===== src/rtl/interrupt_ack_sequencer_if.sv =====
// Handshake and bus signals between the interrupt acknowledge sequencer,
// the interrupt controller and the CPU core.
interface interrupt_ack_sequencer_if;
    logic        int_in;
    logic        int_enable;
    logic        mode_8086;
    logic [7:0]  data_bus_in;
    logic        inta_n;
    logic        busy;
    logic        vector_valid;
    logic        vector_ready;
    logic [7:0]  vector;
    logic [15:0] call_addr;
    logic        bad_opcode;

    modport master (
        input  int_in, int_enable, mode_8086, data_bus_in, vector_ready,
        output inta_n, busy, vector_valid, vector, call_addr, bad_opcode
    );

    modport slave (
        output int_in, int_enable, mode_8086, data_bus_in, vector_ready,
        input  inta_n, busy, vector_valid, vector, call_addr, bad_opcode
    );
endinterface


===== src/rtl/interrupt_ack_sequencer.sv =====
// CPU-side INTA sequencer: issues the 8086 (two) or 8080 (three) INTA_n pulse
// train, captures the controller's bytes and delivers vector/CALL address.
module interrupt_ack_sequencer #(
    parameter int INTA_LOW_CYCLES = 2,
    parameter int INTA_GAP_CYCLES = 2
) (
    input  logic                        clk,
    input  logic                        reset,
    interrupt_ack_sequencer_if.master   bus
);
    localparam int MAXC = (INTA_LOW_CYCLES > INTA_GAP_CYCLES) ? INTA_LOW_CYCLES : INTA_GAP_CYCLES;
    localparam int CW   = $clog2(MAXC + 1);
    localparam logic [CW-1:0] LOW_LOAD = CW'(INTA_LOW_CYCLES - 1);
    localparam logic [CW-1:0] GAP_LOAD = CW'(INTA_GAP_CYCLES - 1);

    typedef enum logic [1:0] {
        ST_IDLE    = 2'd0,
        ST_LOW     = 2'd1,
        ST_GAP     = 2'd2,
        ST_DELIVER = 2'd3
    } state_t;

    state_t        state_r, state_s;
    logic [CW-1:0] cnt_r, cnt_s;
    logic [1:0]    pulse_no_r, pulse_no_s;
    logic          mode_8086_r, mode_8086_s;
    logic [7:0]    byte1_r, byte1_s;
    logic [7:0]    byte2_r, byte2_s;
    logic          bad_r, bad_s;
    logic [7:0]    vector_r, vector_s;
    logic [15:0]   call_addr_r, call_addr_s;
    logic          last_pulse_s;

    logic          inta_n_r;
    logic          busy_r;
    logic          vector_valid_r;
    logic          bad_opcode_r;

    // Next-state, capture and result computation
    always_comb begin
        state_s     = state_r;
        cnt_s       = cnt_r;
        pulse_no_s  = pulse_no_r;
        mode_8086_s = mode_8086_r;
        byte1_s     = byte1_r;
        byte2_s     = byte2_r;
        bad_s       = bad_r;
        vector_s    = vector_r;
        call_addr_s = call_addr_r;
        last_pulse_s = mode_8086_r ? (pulse_no_r == 2'd2) : (pulse_no_r == 2'd3);

        case (state_r)
            ST_IDLE: begin
                if (bus.int_in && bus.int_enable) begin
                    state_s     = ST_LOW;
                    cnt_s       = LOW_LOAD;
                    pulse_no_s  = 2'd1;
                    mode_8086_s = bus.mode_8086;
                    bad_s       = 1'b0;
                end else begin
                    state_s = ST_IDLE;
                end
            end
            ST_LOW: begin
                if (cnt_r == {CW{1'b0}}) begin
                    case (pulse_no_r)
                        2'd1: begin
                            byte1_s = bus.data_bus_in;
                            bad_s   = !mode_8086_r && (bus.data_bus_in != 8'hCD);
                        end
                        2'd2:    byte2_s = bus.data_bus_in;
                        default: byte2_s = byte2_r;
                    endcase
                    if (last_pulse_s) begin
                        state_s = ST_DELIVER;
                        // The final byte is still on the bus, so results are built from it directly.
                        if (mode_8086_r) begin
                            vector_s    = bus.data_bus_in;
                            call_addr_s = 16'h0000;
                        end else if (!bad_r) begin
                            vector_s    = byte1_r;
                            call_addr_s = {bus.data_bus_in, byte2_r};
                        end else begin
                            vector_s    = vector_r;
                        end
                    end else begin
                        state_s = ST_GAP;
                        cnt_s   = GAP_LOAD;
                    end
                end else begin
                    cnt_s = cnt_r - CW'(1);
                end
            end
            ST_GAP: begin
                if (cnt_r == {CW{1'b0}}) begin
                    state_s    = ST_LOW;
                    cnt_s      = LOW_LOAD;
                    pulse_no_s = pulse_no_r + 2'd1;
                end else begin
                    cnt_s = cnt_r - CW'(1);
                end
            end
            ST_DELIVER: begin
                if (bad_r || bus.vector_ready) begin
                    state_s = ST_IDLE;
                end else begin
                    state_s = ST_DELIVER;
                end
            end
            default: begin
                state_s = ST_IDLE;
            end
        endcase
    end

    // State, captured bytes and registered outputs
    always_ff @(posedge clk) begin
        if (reset) begin
            state_r        <= ST_IDLE;
            cnt_r          <= {CW{1'b0}};
            pulse_no_r     <= 2'd0;
            mode_8086_r    <= 1'b0;
            byte1_r        <= 8'h00;
            byte2_r        <= 8'h00;
            bad_r          <= 1'b0;
            vector_r       <= 8'h00;
            call_addr_r    <= 16'h0000;
            inta_n_r       <= 1'b1;
            busy_r         <= 1'b0;
            vector_valid_r <= 1'b0;
            bad_opcode_r   <= 1'b0;
        end else begin
            state_r        <= state_s;
            cnt_r          <= cnt_s;
            pulse_no_r     <= pulse_no_s;
            mode_8086_r    <= mode_8086_s;
            byte1_r        <= byte1_s;
            byte2_r        <= byte2_s;
            bad_r          <= bad_s;
            vector_r       <= vector_s;
            call_addr_r    <= call_addr_s;
            inta_n_r       <= (state_s != ST_LOW);
            busy_r         <= (state_s != ST_IDLE);
            vector_valid_r <= (state_s == ST_DELIVER) && !bad_s;
            bad_opcode_r   <= (state_s == ST_DELIVER) && bad_s;
        end
    end

    assign bus.inta_n       = inta_n_r;
    assign bus.busy         = busy_r;
    assign bus.vector_valid = vector_valid_r;
    assign bus.vector       = vector_r;
    assign bus.call_addr    = call_addr_r;
    assign bus.bad_opcode   = bad_opcode_r;
endmodule


===== src/flat_wrapper.sv =====
// flat-port wrapper written by rule: the top's interface ports become plain ports
module interrupt_ack_sequencer_flat 
#(
    parameter int INTA_LOW_CYCLES = 2,
    parameter int INTA_GAP_CYCLES = 2
)
  (clk, reset, bus_int_in, bus_int_enable, bus_mode_8086, bus_data_bus_in, bus_vector_ready, bus_inta_n, bus_busy, bus_vector_valid, bus_vector, bus_call_addr, bus_bad_opcode);
  interrupt_ack_sequencer_if bus_i ();
  input  logic clk;
  input  logic reset;
  input wire logic [$bits(bus_i.int_in)-1:0] bus_int_in;
  input wire logic [$bits(bus_i.int_enable)-1:0] bus_int_enable;
  input wire logic [$bits(bus_i.mode_8086)-1:0] bus_mode_8086;
  input wire logic [$bits(bus_i.data_bus_in)-1:0] bus_data_bus_in;
  input wire logic [$bits(bus_i.vector_ready)-1:0] bus_vector_ready;
  output wire logic [$bits(bus_i.inta_n)-1:0] bus_inta_n;
  output wire logic [$bits(bus_i.busy)-1:0] bus_busy;
  output wire logic [$bits(bus_i.vector_valid)-1:0] bus_vector_valid;
  output wire logic [$bits(bus_i.vector)-1:0] bus_vector;
  output wire logic [$bits(bus_i.call_addr)-1:0] bus_call_addr;
  output wire logic [$bits(bus_i.bad_opcode)-1:0] bus_bad_opcode;
  assign bus_i.int_in = bus_int_in;
  assign bus_i.int_enable = bus_int_enable;
  assign bus_i.mode_8086 = bus_mode_8086;
  assign bus_i.data_bus_in = bus_data_bus_in;
  assign bus_i.vector_ready = bus_vector_ready;
  assign bus_inta_n = bus_i.inta_n;
  assign bus_busy = bus_i.busy;
  assign bus_vector_valid = bus_i.vector_valid;
  assign bus_vector = bus_i.vector;
  assign bus_call_addr = bus_i.call_addr;
  assign bus_bad_opcode = bus_i.bad_opcode;
  interrupt_ack_sequencer #(.INTA_LOW_CYCLES(INTA_LOW_CYCLES), .INTA_GAP_CYCLES(INTA_GAP_CYCLES)) u_core (.clk(clk), .reset(reset), .bus(bus_i));
endmodule

===== config.mk =====
export PLATFORM = sky130hd
export DESIGN_NAME = interrupt_ack_sequencer_flat
export DESIGN_NICKNAME = d
export VERILOG_FILES = /design/src/rtl/interrupt_ack_sequencer_if.sv /design/src/rtl/interrupt_ack_sequencer.sv /design/src/flat_wrapper.sv
export SDC_FILE = /design/constraint.sdc
export NUM_CORES = 1
export LEC_CHECK = 0
export CORE_UTILIZATION = 38
export CTS_CLUSTER_SIZE = 25
export DETAILED_ROUTE_END_ITERATION = 12
export HOLD_SLACK_MARGIN = 0.05
export REMOVE_ABC_BUFFERS = 1
export SYNTH_ARGS = -nofsm -noshare
export SYNTH_HDL_FRONTEND = slang
export SYNTH_SLANG_ARGS = --single-unit

===== constraint.sdc =====
create_clock -name clk -period 2.2 [get_ports clk]
set_input_delay 0.44 -clock clk [delete_from_list [all_inputs] [get_ports clk]]
set_output_delay 0.44 -clock clk [all_outputs]
set_load 0.05 [all_outputs]

### After elaboration in Yosys (flattened, before gate mapping)

Cells that the tools add are included.

* mux-type cells: 22
* equal/unequal tests: 13
* reductions and logical operators: 18
* add/sub/neg operators: 2

Operator list (count)
* 2-to-1 mux 16 bit: 2
* 2-to-1 mux 2 bit: 8
* 2-to-1 mux 8 bit: 2
* AND reduction 3 bit: 4
* equality test 2 bit, second input constant: 5
* != test 2 x 1 -> 1 bit, second input constant: 4
* != test 8 bit, second input constant: 1
* case mux 2 bit (4 select lines): 1
* 2-to-1 mux 1 bit: 6
* case mux 2 bit (3 select lines): 1
* equality test 2 x 1 -> 1 bit, second input constant: 2
* logical AND 1 bit: 4
* logical NOT 2 bit: 2
* case mux 2 bit (2 select lines): 1
* AND reduction 4 bit: 1
* nonzero test 2 bit: 2
* != test 3 bit, second input constant: 1
* nonzero test 3 bit: 1
* adder 2 x 1 -> 2 bit, second input constant: 1
* logical NOT 1 bit: 2
* case mux 1 bit (2 select lines): 1
* AND reduction 2 bit: 1
* subtractor 2 x 1 -> 2 bit, second input constant: 1
* logical OR 1 bit: 1

* bits in registers: 52
* bits of input ports: 14
* word-level logic and storage cells: 68
* output and inout bits: 28

### Logic depth before layout (Yosys ltp)

Gate-level depths: netlist (run 1).

* depth after elaboration: 7
* gate-level depth with buffers: 7
* depth with buffers taken out: 6

### Least setup slack after synthesis (run 1)

Ideal clock, no wire load.

* path type: reg2reg
* start point: register u_core.state_r[1]
* end point: register u_core.call_addr_r[1], in the netlist u_core.bus.call_addr[1]
* cell stages (with the launch flop): 8
* clock period less this slack: 1650 ps
* library setup time: 132 ps
* buffers on the path: 1
* setup slack: 550 ps
* data required time: 2068 ps
* arrival time: 1518 ps
* cells stage by stage: dfxtp_1 -> inv_1 -> ha_1 -> nor3b_4 -> o211ai_1 -> buf_2 -> nand2_1 -> a21oi_1

* longest elaborated chain between the ends: 2

RTL lines
* start: declaration: line interrupt_ack_sequencer.sv:23 `state_t state_r, state_s;`
* start signal: assignment: line interrupt_ack_sequencer.sv:133 `state_r <= state_s;`
* equality test 2 x 1 -> 1 bit: line interrupt_ack_sequencer.sv:52 `case (state_r)`
* AND reduction 4 bit (no line)
* end signal: assignment: line interrupt_ack_sequencer.sv:141 `call_addr_r <= call_addr_s;`
* end: declaration: line interrupt_ack_sequencer.sv:31 `logic [15:0] call_addr_r, call_addr_s;`

No other way between the ends.
A chain may end at the register's enable or synchronous reset.

### Worst setup path after layout (run 1)

* start point: register u_core.state_r[0]
* end point: register u_core.vector_r[3], in the netlist u_core.bus.vector[3]

* longest elaborated chain between the ends: 2

RTL lines
* equality test 2 x 1 -> 1 bit: line interrupt_ack_sequencer.sv:52
* AND reduction 4 bit (no line)
* end signal: assignment: line interrupt_ack_sequencer.sv:140 `vector_r <= vector_s;`
* end: declaration: line interrupt_ack_sequencer.sv:30 `logic [7:0] vector_r, vector_s;`

No other way between the ends.

==> results of run 1 <==
[placed cells by master, fill, tap and decap left out, types with 2 or more instances in the layout]
master           instances
and2_2                   2
nand3b_1                16
nor3b_1                  2
clkbuf_8                 5
a21oi_1                 36
inv_1                    6
nand2_1                 54
o21ai_0                  2
dfxtp_1                 52
a211oi_1                 9
a311oi_1                 2
nor2_1                  14
clkinvlp_4               2
nand2b_1                 2
ha_1                     8
mux2i_1                 11
buf_4                   10
clkdlybuf4s50_1         41
and3_1                   2
[cell usage after synthesis (3+ instances only)]
| cell | instances |
|---|---|
| nor2_1 | 14 |
| mux2i_1 | 11 |
| nand2_1 | 54 |
| a211oi_1 | 9 |
| buf_2 | 3 |
| clkbuf_1 | 7 |
| nand3b_1 | 16 |
| dfxtp_1 | 52 |
| a21oi_1 | 36 |
| ha_1 | 8 |
| inv_1 | 6 |
[sequential cells by signal, indices dropped and copies added (netlist names)]
signal,count
u_core.bad_r,1
u_core.byte1_r,8
u_core.bus.busy,1
u_core.bus.call_addr,16
u_core.bus.vector,8
u_core.bus.inta_n,1
u_core.mode_8086_r,1
u_core.bus.bad_opcode,1
u_core.byte2_r,8
u_core.state_r,2
u_core.bus.vector_valid,1
u_core.pulse_no_r,2
u_core.cnt_r,2
[worst paths after layout]
kind | slack (ns) | depth (start not counted) | from | endpoint
max | 0.26 | 5 | u_core.state_r[0]$_SDFF_PP0_ | u_core.bus.vector[3]$_SDFFE_PP0P_
min | 0.46 | 2 | u_core.bus.call_addr[3]$_SDFFE_PP0P_ | u_core.bus.call_addr[3]$_SDFFE_PP0P_
max reg2reg | 0.26 | 5 | u_core.state_r[0]$_SDFF_PP0_ | u_core.bus.vector[3]$_SDFFE_PP0P_
min reg2reg | 0.46 | 2 | u_core.bus.call_addr[3]$_SDFFE_PP0P_ | u_core.bus.call_addr[3]$_SDFFE_PP0P_
[area by class of cell]
type | count | area (µm²)
Clock inverter | 3 | 23.77
Clock buffer | 5 | 68.82
Sequential cell | 52 | 1041
Multi-Input combinational cell | 179 | 1101
Inverter | 6 | 22.52
Fill cell | 553 | 2775
Timing Repair Buffer | 51 | 485.5
Tap cell | 72 | 90.09
[layer usage]
metal | track usage | up-vias
li1 | - | 952
met1 | 0.2082 | 823
met2 | 0.2716 | 36
met3 | 0.04138 | 9
met4 | 0.05636 | 0
met5 | 0 | -
[logic make-up (layout without fill, tap and decap cells)]
kind of cell,Yosys count,in the layout,share of synthesized area
adder cells (fa/ha/maj),8,8,0.04447
buffers and inverters,20,65,0.04836
flip-flops,52,52,0.4625
AO/OA/AOI/OAI,56,56,0.1545
multiplexers,12,12,0.05392
AND/OR/NAND/NOR,103,103,0.2362
[power by group]
group / total [mW] / internal, mW / switching, mW
logic: 0.165 / 0.0752 / 0.0894
registers: 0.967 / 0.954 / 0.0129
clock network: 0.541 / 0.226 / 0.315
[tightest hold or removal path, stage by stage, from the launching register on]
cell and delay [ns]:
dfxtp_1 0.32, nand2_1 0.05, a21oi_1 0.05
[metrics by stage]
stage	std cells	setup slack (ns)	instance area, µm²
finish	368	0.2590	2833
global route	368	0.01430	2833
CTS	368	0.2597	2833
detailed placement	360	0.2442	2740
global placement	360	0.2459	2740
floorplan	237	0.2923	2165
==> flow_summary.json, run 1 <==
{
  "io_buffers": 41,
  "gp_congestion": 0.8078,
  "grt_pass1_vias": 1696,
  "fin_util": 0.5051,
  "yosys_most_used_dff": "dfxtp_1",
  "critPathMaxStageDelay_ns": 0.46,
  "cp-end-kind": "flop",
  "core_mm2": 0.005608,
  "drv_slew": 0,
  "ctsResizeCount": 0,
  "wl_met2_um": 2195,
  "drc": 0,
  "fmax_ghz": 0.5152,
  "ys_ff_latch": 52,
  "cts-root-buf": "clkbuf_8",
  "min_period_over_period": 0.8823,
  "num_io_pins": 42,
  "final.setup_skew_ns": 0.01049,
  "synth.avg_cell_area_um2": 8.968,
  "path_cells": "ha_1 -> nor3b_4 -> o211a_4 -> nor2_1 -> a211oi_1",
  "layout_min_cycle_time_ns": 1.941,
  "startpoint_type": "flop",
  "max-clock-path-buffers": 2,
  "nets": 317,
  "setup_viol_count_final": 0,
  "slew_headroom": 0.6418,
  "power_leakage_nw": 0.9653,
  "path_clk_slew_ns": 0.10,
  "dr.pass1.iters": 4,
  "grt_max_degree": 33,
  "crit_family": "compound AO/OA/AOI/OAI gates",
  "rsz0062_at_grt": "false",
  "status": "complete, no violations",
  "ys_top_cells_by_area": "dfxtp_1 46%, nand2_1 9.0%, a21oi_1 8.0%",
  "detailed_place_hpwl_um": 3382,
  "layout-drive-gt1-share": 0.09122,
  "tns_ns": 0,
  "grt_pass1_wl_um": 7935,
  "syn_area_mm2": 0.002251,
  "diodes": 0,
  "drt_iter0_markers": 55,
  "dr_wl_met3_um": 168,
  "path_buf_inv": 0,
  "hold_viol_final": 0,
  "cts_max_level": 2,
  "hold_path_class": "flop to flop",
  "routedWlPerCell_um": 13.04,
  "synth_edf_count": 0,
  "hold_buffers": 0,
  "grt_overflow": 0,
  "worstPathMaxFanout": 32,
  "ant_nets": 0,
  "rows": 27,
  "viasPerCell": 4.946,
  "total_power_mw": 1.672,
  "die_y_um": 78.97,
  "post_cts_buffers": 0,
  "antenna_found_initial": 0,
  "synth.yosys.seq_area_share": 0.4625,
  "wl_met1_um": 2363,
  "worst_pin_slew_ns": 0.5356,
  "worstSetupPathType": "flop to flop",
  "yosysWarnings": 0,
  "top_signal_layer_used": "met4",
  "die_w_um": 78.97,
  "peakVddDrop_mv": 0.2985,
  "cts_tree": "yes",
  "wl_um": 4800,
  "cp_slowest_cell": "o211a_4",
  "crit_arrival_ns": 2.16,
  "cts_inserted_buffers": 5,
  "vias": 1820,
  "die-area_mm2": 0.006235,
  "postSynthCellCount": 251,
  "drv_cap": 0,
  "power_density_mw_per_mm2": 590.4,
  "syn_to_final_growth_pct": 25.85,
  "yosys.area.top_type_share": 0.4625,
  "grt_usage": 0.1648,
  "start_util": 0.4014,
  "worstPathRequired_ns": 2.42,
  "ys_types": 39,
  "yosys.area.top_type": "dfxtp_1",
  "clk_latency_ns": 0.31,
  "holdWs_ns": 0.4557,
  "async_flop_share": 0,
  "cts_sinks": 52
}
(Power assumes the default switching activity.)
==> inputs of run 2 (changes only) <==
--- a/config.mk
+++ b/config.mk
@@ -5,7 +5,7 @@
 export SDC_FILE = /design/constraint.sdc
 export NUM_CORES = 1
 export LEC_CHECK = 0
-export CORE_UTILIZATION = 38
+export CORE_UTILIZATION = 35
 export CTS_CLUSTER_SIZE = 25
 export DETAILED_ROUTE_END_ITERATION = 12
 export HOLD_SLACK_MARGIN = 0.05
==> flow_summary.json, run 2 (same netlist as run 1, synthesis figures left out) <==
{
  "clk_latency_ns": 0.30,
  "hold_buffers": 0,
  "antenna_found_initial": 0,
  "gp_congestion": 0.8205,
  "syn_to_final_growth_pct": 25.35,
  "post_cts_buffers": 0,
  "drt_iter0_markers": 146,
  "setup_viol_count_final": 0,
  "grt_max_degree": 43,
  "vias": 1814,
  "p_switching_uw": 431.6,
  "cts_max_level": 2,
  "crit_family": "compound AO/OA/AOI/OAI gates",
  "final_common_cell": "nand2_1",
  "path_buf_inv": 0,
  "max-clock-path-buffers": 2,
  "detailed_place_hpwl_um": 3487,
  "cts-root-buf": "clkbuf_8",
  "hold_path_class": "flop to flop",
  "io_buffers": 41,
  "drc": 0,
  "wl_um": 5025,
  "grt_pass1_vias": 1697,
  "fmax_ghz": 0.5091,
  "hold_viol_final": 0,
  "core_mm2": 0.006061,
  "use_met1": 0.2176,
  "die_w_um": 82.20,
  "drv_cap": 0,
  "startpoint_type": "flop",
  "critPathMaxStageDelay_ns": 0.46,
  "crit_arrival_ns": 2.18,
  "cp_slowest_cell": "o211a_4",
  "grt_usage": 0.1584,
  "grt_pass1_wl_um": 8169,
  "grt_overflow": 0,
  "final_cell_mix": "54 x nand2_1, 52 x dfxtp_1, 41 x clkdlybuf4s50_1",
  "cts_tree": "yes",
  "path_cells": "ha_1 -> nor3b_4 -> o211a_4 -> nor2_1 -> a211oi_1",
  "drv_slew": 0,
  "seqPwrFrac": 0.573,
  "nets": 313,
  "clockPowerShare": 0.332,
  "power_leakage_nw": 0.9526,
  "worstSetupPathType": "flop to flop",
  "worst_pin_slew_ns": 0.5393,
  "rsz0062_at_grt": "false",
  "sw_frac_of_total": 0.2553,
  "internal_power_mw": 1.259,
  "cp-end-kind": "flop",
  "start_util": 0.3714,
  "die-area_mm2": 0.006756,
  "dr.pass1.iters": 4,
  "worstPathMaxFanout": 32,
  "min_period_over_period": 0.8929,
  "peakVddDrop_mv": 0.2388,
  "slew_headroom": 0.6372,
  "total_power_mw": 1.691,
  "pwr-share-comb": 0.095,
  "largest_reg_flops": 16,
  "worstPathRequired_ns": 2.42,
  "viasPerCell": 4.943,
  "ctsResizeCount": 0,
  "grt_busiest_layer": "met2",
  "use_met3": 0.03297,
  "final.setup_skew_ns": 0.01224,
  "status": "complete, no violations",
  "path_clk_slew_ns": 0.10,
  "rows": 28,
  "ant_nets": 0,
  "die_y_um": 82.20,
  "num_io_pins": 42,
  "tns_ns": 0,
  "diodes": 0,
  "use_met2": 0.2529,
  "layout_min_cycle_time_ns": 1.964,
  "cts_sinks": 52,
  "cts_inserted_buffers": 5,
  "routedWlPerCell_um": 13.69,
  "power_density_mw_per_mm2": 599.3,
  "layout-drive-gt1-share": 0.07877
}
[run 2: changes by cell type in the layout (fill, tap and decap cells not counted), sizes merged]
cell    change
buf         -4
inv         +1
clkinv      -1
[run 2: power by group through the flow]
stage,Combinational [mW],Clock [mW],Sequential (mW)
2_1_floorplan,0.0658,0,1.00
3_3_place_gp,0.162,0,0.990
3_5_place_dp,0.162,0,0.990
4_1_cts,0.162,0.588,0.968
5_1_grt,0.175,0.640,0.971
6_report,0.161,0.562,0.968
[run 2: worst paths after layout]
kind         slack [ns]  cells past startpoint                                 start                                    to
min                0.45                      2  u_core.bus.call_addr[3]$_SDFFE_PP0P_  u_core.bus.call_addr[3]$_SDFFE_PP0P_
min reg2reg        0.45                      2  u_core.bus.call_addr[3]$_SDFFE_PP0P_  u_core.bus.call_addr[3]$_SDFFE_PP0P_
max reg2reg        0.24                      5          u_core.state_r[0]$_SDFF_PP0_     u_core.bus.vector[1]$_SDFFE_PP0P_
max                0.24                      5          u_core.state_r[0]$_SDFF_PP0_     u_core.bus.vector[1]$_SDFFE_PP0P_
[run 2: area by class of cell]
type | instances | area [µm²]
Clock buffer | 5 | 68.82
Tap cell | 75 | 93.84
Multi-Input combinational cell | 179 | 1101
Sequential cell | 52 | 1041
Inverter | 6 | 22.52
Fill cell | 607 | 3239
Timing Repair Buffer | 47 | 467.9
Clock inverter | 3 | 26.28
[run 2: layer usage]
layer / up-vias / share of wire
met5: - / 0
met4: 0 / 0.0038
met3: 2 / 0.040
met2: 35 / 0.45
met1: 840 / 0.50
li1: 937 / -
[run 2: through the flow]
step	utilization	hold slack [ns]	std cells	worst slack, ns	instance area [µm²]
final	0.4655	0.4548	367	0.2357	2821
after floorplan	-	0.4296	237	0.2923	2165
after global placement	0.4498	0.4391	359	0.1482	2726
after CTS	0.4655	0.4579	367	0.2156	2821
after detailed placement	0.4498	0.4432	359	0.1306	2726
after global routing	0.4655	0.4809	367	0.04837	2821
[run 2: worst min-delay path, stage by stage (launching register included)]
cell and delay, ns:
dfxtp_1 0.32, nand2_1 0.05, a21oi_1 0.05
==> inputs of run 3 (changes only) <==
--- a/config.mk
+++ b/config.mk
@@ -5,7 +5,9 @@
 export SDC_FILE = /design/constraint.sdc
 export NUM_CORES = 1
 export LEC_CHECK = 0
+export ABC_CLOCK_PERIOD_IN_PS = 2200
 export CORE_UTILIZATION = 35
+export CTS_CLUSTER_DIAMETER = 40
 export CTS_CLUSTER_SIZE = 25
 export DETAILED_ROUTE_END_ITERATION = 12
 export HOLD_SLACK_MARGIN = 0.05
==> results of run 3 <==
Final layout, timing and power as in run 2 (identical DEF).
==> variant 1 (config.mk and constraints of run 3) <==
Reset style: asynchronous (`reset`), changed in one clocked block.
--- a/src/rtl/interrupt_ack_sequencer.sv
+++ b/src/rtl/interrupt_ack_sequencer.sv
@@ -115,5 +115,5 @@
 
     // State, captured bytes and registered outputs
-    always_ff @(posedge clk) begin
+    always_ff @(posedge clk or posedge reset) begin
         if (reset) begin
             state_r        <= ST_IDLE;
Check against the original RTL: differs if reset is asserted again (counterexample within 4 cycles, from zero or initial values and one cycle with reset high); with reset held inactive, the same outputs for 10 cycles.
==> variant 1 against run 3 <==
First-iteration DRC count shrank 58%; setup slack worse by 0.10 ns; critical path type is now reg2out; routed wire length is 4.1% lower; sequential cell count unchanged; via count down 3.7%; final area is 7.1% higher; core utilization is 0.21 points higher; synthesized area is 6.2% higher; global-route usage down 1.0 points.
Power is not compared: it rests on default switching activity, and its combinational part moved more than twofold at a synthesized area within 25%.
==> variant 1: results (changes against run 3) <==
* Post-synthesis async set-or-reset flop share at 100% (+100 points)
* Violation count after the first detailed-route iteration at 61 (-58%)
* Worst slew margin relative to its limit at 66.5% (+2.8 points)
* Met1 Usage GRT at 19.8% (-2.0 points)
* HPWL Detailed at 3.49 mm (about the same)
* Biggest fanout along the worst timing path at 1 (-97%)
* Classification of the worst-slack hold path: in2async
* Wirelength per Cell at 13.7 um (-0.30%)
* Global-route wire length before repair at 8.36 mm (+2.3%)
* Biggest area contributors in the synthesized netlist: sky130_fd_sc_hd__dfrtp_1 53%, sky130_fd_sc_hd__mux2_2 4.2%, sky130_fd_sc_hd__nand2_1 4.2%
* Register-to-register path setup slack at 0.29 ns (+0.05 ns)
* Critical path arrival at 1.63 ns (-0.55 ns)
* GRT Util Overall at 14.8% (-1.0 points)
* Number of global-route vias before repair at 1736 (+2.3%)
* Count of nets after finishing at 297 (-5.1%)
* First-pass detailed-route iteration total at 7 (+3)
* Launch point of the worst reg-to-reg path: u_core.state_r[1]
* Met2 track utilization from global routing at 24.2% (-1.0 points)
* Top cell types by occurrence after synthesis: 51 x sky130_fd_sc_hd__dfrtp_1, 27 x sky130_fd_sc_hd__nand2_1, 23 x sky130_fd_sc_hd__inv_1
* Largest net degree at the start of global routing at 27 (-37%)
* Library cells used by synthesis at 40 (+2.6%)
* Status: finished, final reports clean
* Share of layout cells above drive strength 1 at 11.6% (+3.7 points)
* Drt via density at 4.95 (about the same)
* Global placer's final weighted congestion at 0.831 (+1.3%)
[variant 1: cell types whose count changed after synthesis, sizes merged, moves of 3 or more]
cell    before  now
dfxtp       52    0
dfrtp        0   51
nand2       54   27
a21oi       36   11
nand3        1   20
inv          6   23
nand3b      16    0
o21ai        2   17
a211oi      10    1
mux2         1   10
nor3b        4    0
clkbuf       7    4
o22ai        0    3
[variant 1: cells by family after synthesis]
group	synth area share [%]
compound gates	12.0
fa+ha+maj	4.19
buf+inv	6.49
flops	54.5
mux	8.63
simple gates	14.2
[variant 1: how the worst max path moves through the flow]
stage	from	end	slack, ns	cells past startpoint
floorplan	u_core.mode_8086_r	u_core.bus.call_addr[0]	-0.52	3
global placement	bus_data_bus_in[5]	u_core.bus.vector_valid	0.33	5
detailed placement	u_core.state_r[1]	u_core.cnt_r[0]	0.29	6
CTS	u_core.bus.inta_n	bus_inta_n	0.12	1
global route	u_core.bus.inta_n	bus_inta_n	0.11	1
finish	u_core.bus.inta_n	bus_inta_n	0.13	1
[variant 1: metrics by stage]
stage / std cells / setup TNS (ns) / cell area (um^2) / worst slack [ns] / hold WS, ns
final: 353 / 0 / 3020 / 0.134 / 0.399
after global routing: 353 / 0 / 3020 / 0.105 / 0.462
after CTS: 353 / 0 / 3020 / 0.123 / 0.403
after detailed placement: 345 / 0 / 2910 / 0.291 / 0.462
after global placement: 345 / 0 / 2910 / 0.326 / 0.458
after floorplan: 218 / -12.18 / 2330 / -0.516 / 0.445
[variant 1: cell type report]
type	instances	share of cell area, %
Clock buffer	6	2.40
Clock inverter	2	1.16
Inverter	24	2.98
Multi-Input combinational cell	142	30.9
Sequential cell	52	43.1
Tap cell	77	3.19
Timing Repair Buffer	50	16.2
[variant 1: layer usage]
metal	wire length (um)	vias up	part of all wire, %
met1	2350	846	49
met4	52	0	1.1
met3	180	6	3.7
met5	0	-	0
li1	-	857	-
met2	2230	37	46
[variant 1: worst reg2reg max path, stage by stage (launching register included)]
cell and delay, ns:
sky130_fd_sc_hd__dfrtp_1 0.43, sky130_fd_sc_hd__inv_1 0.09, sky130_fd_sc_hd__ha_1 0.28, sky130_fd_sc_hd__nand2b_1 0.15
sky130_fd_sc_hd__or3_4 0.37, sky130_fd_sc_hd__and3b_1 0.20, sky130_fd_sc_hd__mux2_4 0.30
[variant 1: where the power goes]
part / internal [mW] / total (mW) / switching (mW)
clock network: 0.338 / 0.645 / 0.307
registers: 1.19 / 1.38 / 0.187
logic: 0.548 / 1.43 / 0.885
==> variant 2 (settings of run 3) <==
Made on the original files. `INTA_LOW_CYCLES` is set to 2 in 2 places; all go to 1.
--- a/src/rtl/interrupt_ack_sequencer.sv
+++ b/src/rtl/interrupt_ack_sequencer.sv
@@ -2,5 +2,5 @@
 // train, captures the controller's bytes and delivers vector/CALL address.
 module interrupt_ack_sequencer #(
-    parameter int INTA_LOW_CYCLES = 2,
+    parameter int INTA_LOW_CYCLES = 1,
     parameter int INTA_GAP_CYCLES = 2
 ) (
--- a/src/flat_wrapper.sv
+++ b/src/flat_wrapper.sv
@@ -2,5 +2,5 @@
 module interrupt_ack_sequencer_flat 
 #(
-    parameter int INTA_LOW_CYCLES = 2,
+    parameter int INTA_LOW_CYCLES = 1,
     parameter int INTA_GAP_CYCLES = 2
 )
Function: changed (Yosys sat finds a counterexample within 4 cycles, from zero or initial values and one cycle with reset high).
==> variant 2 against run 3 <==
Synthesized area grew 2.4%; final area grew 3.4%; global-route usage shrank 0.64 points; die area grew 2.4%; routed wire length shrank 0.90%; via count grew 3.9%; synthesized cell count grew 2.4%; hold slack is essentially flat; setup slack gained 0.040 ns; maximum frequency grew 2.1%; clock skew shrank 0.0054 ns; sequential cell count is the same; power grew 5.0%.
==> variant 2: results (changes against run 3) <==
* Worst Clk Skew at 0.00684 ns (-0.00539 ns)
* Mean post-synth cell area at 8.97 um^2 (about the same)
* Total detailed-routing wirelength at 4.98 mm (-0.90%)
* Drt via density at 4.97 (+0.57%)
* Adder-cell area share of the yosys netlist at 4.34% (-0.11 points)
* Global placer's final weighted congestion at 0.804 (-2.0%)
* HPWL Detailed at 3.57 mm (+2.3%)
* Number of standard-cell rows in the floorplan at 29 (+3.6%)
* R2R depth at 6 (+1)
* Placed standard-cell area at 0.00281 mm^2 (+2.9%)
* Top cell types by occurrence after synthesis: 52 x sky130_fd_sc_hd__dfxtp_1, 49 x sky130_fd_sc_hd__nand2_1, 35 x sky130_fd_sc_hd__a21oi_1
* Count of nets after finishing at 323 (+3.2%)
* Register-to-register path setup slack at 0.37 ns (+0.13 ns)
* GRT Util Overall at 15.2% (-0.64 points)
* Worst setup slack before clock tree synthesis at 0.214 ns (+0.0830 ns)
* Largest net degree at the start of global routing at 33 (-23%)
* Status: finished, final reports clean
* Cell count after placement at 371 (+3.3%)
* Static leakage at 1.04 nW (+8.7%)
* Min-Delay Startpoint: u_core.bus.call_addr[12]
* Proportion of synthesized area in mux cells at 5.26% (-0.13 points)
* Max stage delay cell, worst path: sky130_fd_sc_hd__clkdlybuf4s50_1
* Final-layout fill cell count at 625 (+3.0%)
* Biggest fanout along the worst timing path at 2 (-94%)
* Library cells used by synthesis at 37 (-5.1%)
* Top cell family by delay on the critical path: buffers and inverters
* Worst Hold Slack at 0.455 ns (-0.0000290 ns)
* Share of the synthesized area in compound gates (AO/OA/AOI/OAI) at 17.7% (+2.3 points)
* Global-route wire length before repair at 8.47 mm (+3.6%)
* Wirelength per Cell at 13.1 um (-4.0%)
* Launch point of the worst reg-to-reg path: u_core.state_r[1]
==> variant 2: cell count changes in the layout (fill, tap and decap cells not counted), sizes merged, moves of 2 or more <==
cell	change
inv	-2
nor3b	-2
nor2	+6
buf	+6
nand2	-5
nand3	+3
==> variant 2: tightest hold or removal path: stages (launching register included) <==
cell                      delay (ns)
sky130_fd_sc_hd__dfxtp_1        0.32
sky130_fd_sc_hd__nand2_1        0.05
sky130_fd_sc_hd__a21oi_1        0.05
==> variant 2: layer usage <==
layer  up-vias  track usage, %  routed length (um)
met1       870            20.0                2460
met2        33            24.7                2280
met5         -               0                   0
li1        975               -                   -
met4         0            4.70                  62
met3         6            3.58                 176
==> variant 2: how the worst max path moves through the flow <==
stage | depth (start not counted) | to | startpoint | slack, ns
after CTS | 1 | bus_vector[6] | u_core.bus.vector[6] | 0.27
after global routing | 6 | u_core.bus.inta_n | u_core.state_r[1] | 0.20
final | 1 | bus_vector[0] | u_core.bus.vector[0] | 0.28
after floorplan | 4 | u_core.cnt_r[0] | u_core.mode_8086_r | 0.30
after global placement | 5 | u_core.bus.bad_opcode | bus_data_bus_in[0] | 0.22
after detailed placement | 5 | u_core.bus.bad_opcode | bus_data_bus_in[0] | 0.21
==> variant 2: cells by family (layout without fill, tap and decap cells) <==
kind of cell,count (synthesis),in the layout
buf+inv,20,65
fa+ha+maj,8,8
simple gates,106,106
flops,52,52
compound gates,59,59
mux,12,12
==> variant 2: power by group <==
part	switching [mW]	total [mW]	internal, mW
logic	0.0881	0.160	0.0716
registers	0.0118	0.965	0.953
clock network	0.314	0.650	0.337
total	0.413	1.77	1.36
==> variant 2: final cells by class <==
| type | count | area share, % |
|---|---|---|
| Clock buffer | 5 | 2.36 |
| Timing Repair Buffer | 52 | 16.7 |
| Tap cell | 77 | 3.30 |
| Clock inverter | 3 | 1.46 |
| Inverter | 5 | 0.644 |
| Multi-Input combinational cell | 185 | 39.8 |
| Sequential cell | 52 | 35.7 |
